==> src/rtl/fifo_word_reader_pkg.sv <==
// Shared types and constants for the FIFO word reader.
// Holds the FSM state type, the word geometry and the keep-mask helper.
package fifo_word_reader_pkg;

    typedef enum logic {
        S_FILL = 1'b0,
        S_PUSH = 1'b1
    } state_t;

    localparam int WORD_BYTES   = 4;
    localparam int BYTE_W       = 8;
    localparam int WORD_W       = WORD_BYTES * BYTE_W;
    localparam int CNT_W        = 3;
    localparam int FLUSH_CYCLES = 16;

    localparam logic [WORD_BYTES-1:0] KEEP_FULL = 4'hF;

    // Lanes 0..cnt-1 are valid; a count of 4 or more means the whole word.
    function automatic logic [WORD_BYTES-1:0] keep_for(input logic [CNT_W-1:0] cnt);
        logic [WORD_BYTES-1:0] keep;
        case (cnt)
            3'd0:    keep = 4'h0;
            3'd1:    keep = 4'h1;
            3'd2:    keep = 4'h3;
            3'd3:    keep = 4'h7;
            default: keep = KEEP_FULL;
        endcase
        return keep;
    endfunction

endpackage

==> src/rtl/stream_out_reg.sv <==
// Output holding register for the word stream: one word, valid/ready handshake.
// A word is loaded only when the register is free or its current word is being accepted.
module stream_out_reg
    import fifo_word_reader_pkg::*;
(
    input  logic                  clk,
    input  logic                  srst,
    input  logic                  load,
    input  logic [WORD_W-1:0]     load_data,
    input  logic [WORD_BYTES-1:0] load_keep,
    input  logic                  m_ready,
    output logic [WORD_W-1:0]     m_data,
    output logic [WORD_BYTES-1:0] m_keep,
    output logic                  m_valid,
    output logic                  can_load
);

    assign can_load = !m_valid || m_ready;

    always_ff @(posedge clk) begin
        if (srst) begin
            m_data  <= '0;
            m_keep  <= '0;
            m_valid <= 1'b0;
        end else if (load) begin
            m_data  <= load_data;
            m_keep  <= load_keep;
            m_valid <= 1'b1;
        end else if (m_ready) begin
            m_valid <= 1'b0;
        end
    end

endmodule

==> src/rtl/fifo_word_reader.sv <==
// Drains a byte FIFO with registered read data and packs bytes into 32-bit stream words.
// Optional partial-word flush after an idle timeout is enabled by defining FLUSH_TIMEOUT_EN.
module fifo_word_reader
    import fifo_word_reader_pkg::*;
(
    input  logic                  clk,
    input  logic                  srst,
    input  logic                  fifo_empty,
    input  logic [BYTE_W-1:0]     fifo_dout,
    output logic                  fifo_rd_en,
    output logic [WORD_W-1:0]     m_data,
    output logic [WORD_BYTES-1:0] m_keep,
    output logic                  m_valid,
    input  logic                  m_ready
);

    state_t                  state;
    state_t                  state_next;
    logic [CNT_W-1:0]        byte_cnt;
    logic                    pending;
    logic [BYTE_W-1:0]       lanes [WORD_BYTES];
    logic                    word_done;
    logic                    flush;
    logic                    out_ready;
    logic                    out_load;
    logic [WORD_W-1:0]       load_data;
    logic [WORD_BYTES-1:0]   load_keep;

    // Bytes already held plus the one in flight must leave room in the word.
    assign fifo_rd_en = !srst && !fifo_empty && (state == S_FILL)
                        && ((byte_cnt + {{(CNT_W-1){1'b0}}, pending}) < 3'd4);

    // The fourth byte arriving this cycle completes the word; it goes straight
    // to the output register when that is free, which keeps 4 bytes per 5 cycles.
    assign word_done = (state == S_FILL) && pending && (byte_cnt == 3'd3);
    assign out_load  = ((state == S_PUSH) || word_done) && out_ready;

`ifdef FLUSH_TIMEOUT_EN
    logic [7:0] timer;
    logic       idle;

    assign idle  = (state == S_FILL) && (byte_cnt != '0) && !pending && fifo_empty;
    assign flush = idle && (timer == 8'(FLUSH_CYCLES - 1));

    always_ff @(posedge clk) begin
        if (srst || !idle || flush) begin
            timer <= '0;
        end else begin
            timer <= timer + 8'd1;
        end
    end

    assign load_keep = word_done ? KEEP_FULL : keep_for(byte_cnt);
`else
    assign flush     = 1'b0;
    assign load_keep = KEEP_FULL;
`endif

    always_comb begin
        load_data = '0;
        for (int i = 0; i < WORD_BYTES; i++) begin
            load_data[i*BYTE_W +: BYTE_W] = lanes[i];
        end
        if (word_done) begin
            load_data[WORD_W-1 -: BYTE_W] = fifo_dout;
        end
    end

    always_ff @(posedge clk) begin
        if (srst) begin
            state <= S_FILL;
        end else begin
            state <= state_next;
        end
    end

    always_comb begin
        state_next = state;
        case (state)
            S_FILL: begin
                if ((word_done && !out_ready) || flush) begin
                    state_next = S_PUSH;
                end
            end
            S_PUSH: begin
                if (out_ready) begin
                    state_next = S_FILL;
                end
            end
            default: state_next = S_FILL;
        endcase
    end

    // Loading a word empties the packer; otherwise a returning read lands in the next lane.
    always_ff @(posedge clk) begin
        if (srst) begin
            byte_cnt <= '0;
            pending  <= 1'b0;
            for (int i = 0; i < WORD_BYTES; i++) begin
                lanes[i] <= '0;
            end
        end else begin
            pending <= fifo_rd_en;
            if (out_load) begin
                byte_cnt <= '0;
                for (int i = 0; i < WORD_BYTES; i++) begin
                    lanes[i] <= '0;
                end
            end else if (pending) begin
                lanes[byte_cnt[1:0]] <= fifo_dout;
                byte_cnt             <= byte_cnt + 3'd1;
            end
        end
    end

    stream_out_reg u_out (
        .clk       (clk),
        .srst      (srst),
        .load      (out_load),
        .load_data (load_data),
        .load_keep (load_keep),
        .m_ready   (m_ready),
        .m_data    (m_data),
        .m_keep    (m_keep),
        .m_valid   (m_valid),
        .can_load  (out_ready)
    );

endmodule
==> config.mk <==
export PLATFORM = sky130hd
export DESIGN_NAME = fifo_word_reader
export DESIGN_NICKNAME = d
export VERILOG_FILES = /design/src/rtl/fifo_word_reader_pkg.sv /design/src/rtl/stream_out_reg.sv /design/src/rtl/fifo_word_reader.sv
export SDC_FILE = /design/constraint.sdc
export NUM_CORES = 1
export LEC_CHECK = 0
export CORE_MARGIN = 2
export CORE_UTILIZATION = 57
export CTS_CLUSTER_DIAMETER = 40
export DETAILED_ROUTE_END_ITERATION = 8
export MAX_ROUTING_LAYER = met4
export PLACE_DENSITY = 0.85
export SLEW_MARGIN = 10
export SYNTH_ARGS = -nofsm -noshare
export SYNTH_HDL_FRONTEND = slang
export SYNTH_SLANG_ARGS = --single-unit
==> constraint.sdc <==
create_clock -name clk -period 3.2 [get_ports clk]
set_input_delay 0.64 -clock clk [delete_from_list [all_inputs] [get_ports clk]]
set_output_delay 0.64 -clock clk [all_outputs]
set_load 0.02 [all_outputs]
==> impl_metrics.csv <==
group,metric,value,unit
synth,ys_seq_elements,71,
timing,setup_tns,0,ns
worst_setup_path,critical-path-slowest-cell,"clkdlybuf4s50_1",
worst_setup_path,cp-start-kind,"primary input",
detailed_routing,first_pass_iters,5,
synth,syn_area_per_cell,12.1,µm²
timing,drv_slew,0,
cells_and_area,final_layout_size_suffix_gt1_share,11.7,%
place,dp_hpwl,3660,µm
detailed_routing,via_count,1967,
synth,async_reset_ff_share,0,%
global_route,antenna_found_initial,0,
detailed_routing,via_per_inst,5.20,
worst_setup_path,cp_max_fo,2,
floorplan,num_rows,26,
timing,worst_slew_pin_slew,0.521,ns
cells_and_area,fin_util,72.2,%
worst_setup_path,crit_arrival,1.96,ns
cts,clkTransAtPathRegs,0.07,ns
place,dp_worst_setup_slack,0.600,ns
global_route,grt_busiest_layer,"met2",
worst_setup_path,crit_top_cell,"clkdlybuf4s50_1",
place,place_congestion,0.794,
cts,cts_tree,"yes",
min_path,hp-class,"flip-flop to flip-flop",
worst_setup_path,crit_family,"buffers and inverters",
timing,min_period,2.60,ns
timing,setup_viol,0,
timing,fmax,384,MHz
detailed_routing,wl,5450,µm
global_route,use_met3,5.00,%
timing,clock_skew,0.00575,ns
cts,cts_buffers,9,
cells_and_area,multiInputGateArea,1190,µm²
cts,ctsRootBufferMaster,"clkbuf_8",
worst_setup_path,crit_buf_inv,2,
timing,rsz0062_at_grt,"no",
synth,yosys.area.top_type_share,30.9,%
worst_setup_path,required,2.56,ns
floorplan,dieArea,6070,µm²
cts,postCtsSetupRepairBufs,0,
global_route,grt_max_degree,69,
cells_and_area,antenna_cells,0,
synth,synth_edf_count,32,
power_and_ir_drop,peakVddDrop,0.404,mV
timing,post-route-period-util,81.4,%
synth,yosysWarnings,0,
worst_setup_path,critPathKind,"primary input to output port",
cts,cts_hold_buf,0,
synth,synthesis.area,3110,µm²
cts,clock_path_buffers,2,
floorplan,die_w,77.9,µm
synth,syn-num-nets,274,
cts,cts_sinks,71,
timing,finalHoldViolations,0,
global_route,met2_usage,29.9,%
cts,post_cts_resized,0,
detailed_routing,drt-initial-drc-count,96,
synth,seq_area_frac_synth,55.9,%
global_route,grt_pass1_vias,1875,
cts,clock_insertion_delay_worst_skew,0.34,ns
place,portBuffers,49,
synth,synth.area.top_cells,"edfxtp_1, dfxtp_1, nand2b_1",
worst_setup_path,path_cells,"clkdlybuf4s50_1 > nor4_1 > clkdlybuf4s50_1",
global_route,grt_overflow,0,
flow_run,max_cap_viol_count,0,
power_and_ir_drop,cellLeakagePower,0.00134,µW
timing,hold_ws,0.475,ns
global_route,grtUsageMet1,25.9,%
synth,synth_most_common_cell,"nand2b_1",
synth,synthTopCellsByCount,"nand2b_1, dfxtp_1, and2_1, edfxtp_1, mux2i_1",
cells_and_area,fillers,373,
floorplan,initial_core_util,59.8,%
synth,yosysTopAreaCell,"edfxtp_1",
detailed_routing,wl_per_cell,14.4,µm
global_route,grt_usage,20.2,%
detailed_routing,drc,0,
cells_and_area,num-nets-final,320,
worst_setup_path,cpPeakStageDelay,0.66,ns
floorplan,io_pins,50,
floorplan,die_h,77.9,µm
synth,synth.distinct_cells,28,
detailed_routing,ant_nets,0,
floorplan,core,5200,µm²
timing,relSlewSlack,65.3,%
synth,syn-instance-count,257,
power_and_ir_drop,power_density,446,nW/µm²
global_route,grt_pass1_wl,9070,µm
cts,htreeDepth,3,
worst_setup_path,end_kind,"output port",
timing,final.setup.worst_slack,0.596,ns
outcome,outcome,"completed",
synth,ys.flop_type,"dfxtp_1",
cells_and_area,area.growth.synth_to_final,20.7,%
cells_and_area,ff_latch_area,1740,µm²
## power breakdown
part	internal (µW)	switching (µW)	total [µW]
Combinational	44.9	54.6	99.4
Sequential	971	9.88	981
Clock	278	320	598
Total	1290	384	1680
## metrics by stage
| step | power, µW | std cells | cell area (µm²) |
|---|---|---|---|
| final | 1680 | 378 | 3760 |
| after detailed placement | 1100 | 362 | 3600 |
| after global placement | 1100 | 362 | 3600 |
| after floorplan | 1060 | 257 | 3110 |
| after global routing | 1730 | 378 | 3760 |
| after CTS | 1690 | 378 | 3760 |
## state kept, by name, indices dropped and copies added, names as in the netlist
signal         cells
lanes             32
m_data            24
u_out.m_data       8
byte_cnt           3
pending            1
state              1
u_out.m_keep       1
u_out.m_valid      1
## final cells by class
type | instances | area share, %
clock inverters | 4 | 0.599
repair buffers | 54 | 13.9
clock buffers | 12 | 3.60
flip-flops and latches | 71 | 46.3
multi-input cells | 152 | 31.7
well taps | 70 | 2.33
inverters | 15 | 1.50
## per-layer routing
metal  wire, µm  share of wire [%]  up-vias
met3        371                6.8       11
met2       2450                 45       68
met1       2510                 46      915
met4        124                2.3        0
li1           -                  -      973
met5          0                  0        -
## worst paths after layout
kind | slack, ns | cells past startpoint | from | to
setup / recovery | 0.60 | 3 | fifo_empty | fifo_rd_en
hold reg to reg | 0.48 | 2 | m_data[17] | m_data[17]
setup reg to reg | 1.19 | 5 | byte_cnt[0] | lanes[0][1]
hold / removal | 0.48 | 2 | m_data[17] | m_data[17]
## layout by cell type, fill, tap and decap left out, types with 4 or more instances in the layout
cell,instances
clkbuf_8,9
inv_1,15
o221a_2,8
nand2b_1,49
buf_4,5
a211oi_2,4
and2_1,32
clkdlybuf4s50_1,48
mux2i_1,25
edfxtp_1,32
a211o_1,4
ha_1,5
dfxtp_1,39
a31oi_1,8
## cells by family after synthesis
| group | synth area share, % |
|---|---|
| DFF | 55.9 |
| buffers and inverters | 5.75 |
| xor gates and xnor gates | 0.563 |
| adders and majority gates | 2.01 |
| AOI/OAI and AO/OA | 8.88 |
| and+or+nand+nor | 18.8 |
| muxes | 8.04 |
## tightest hold or removal path: cells and delay by family (launching register included)
family           cells  cell delay, ns
DFF                  1            0.31
muxes                1            0.06
and+or+nand+nor      1            0.06
Note: power is estimated with default switching activity, not from simulation.
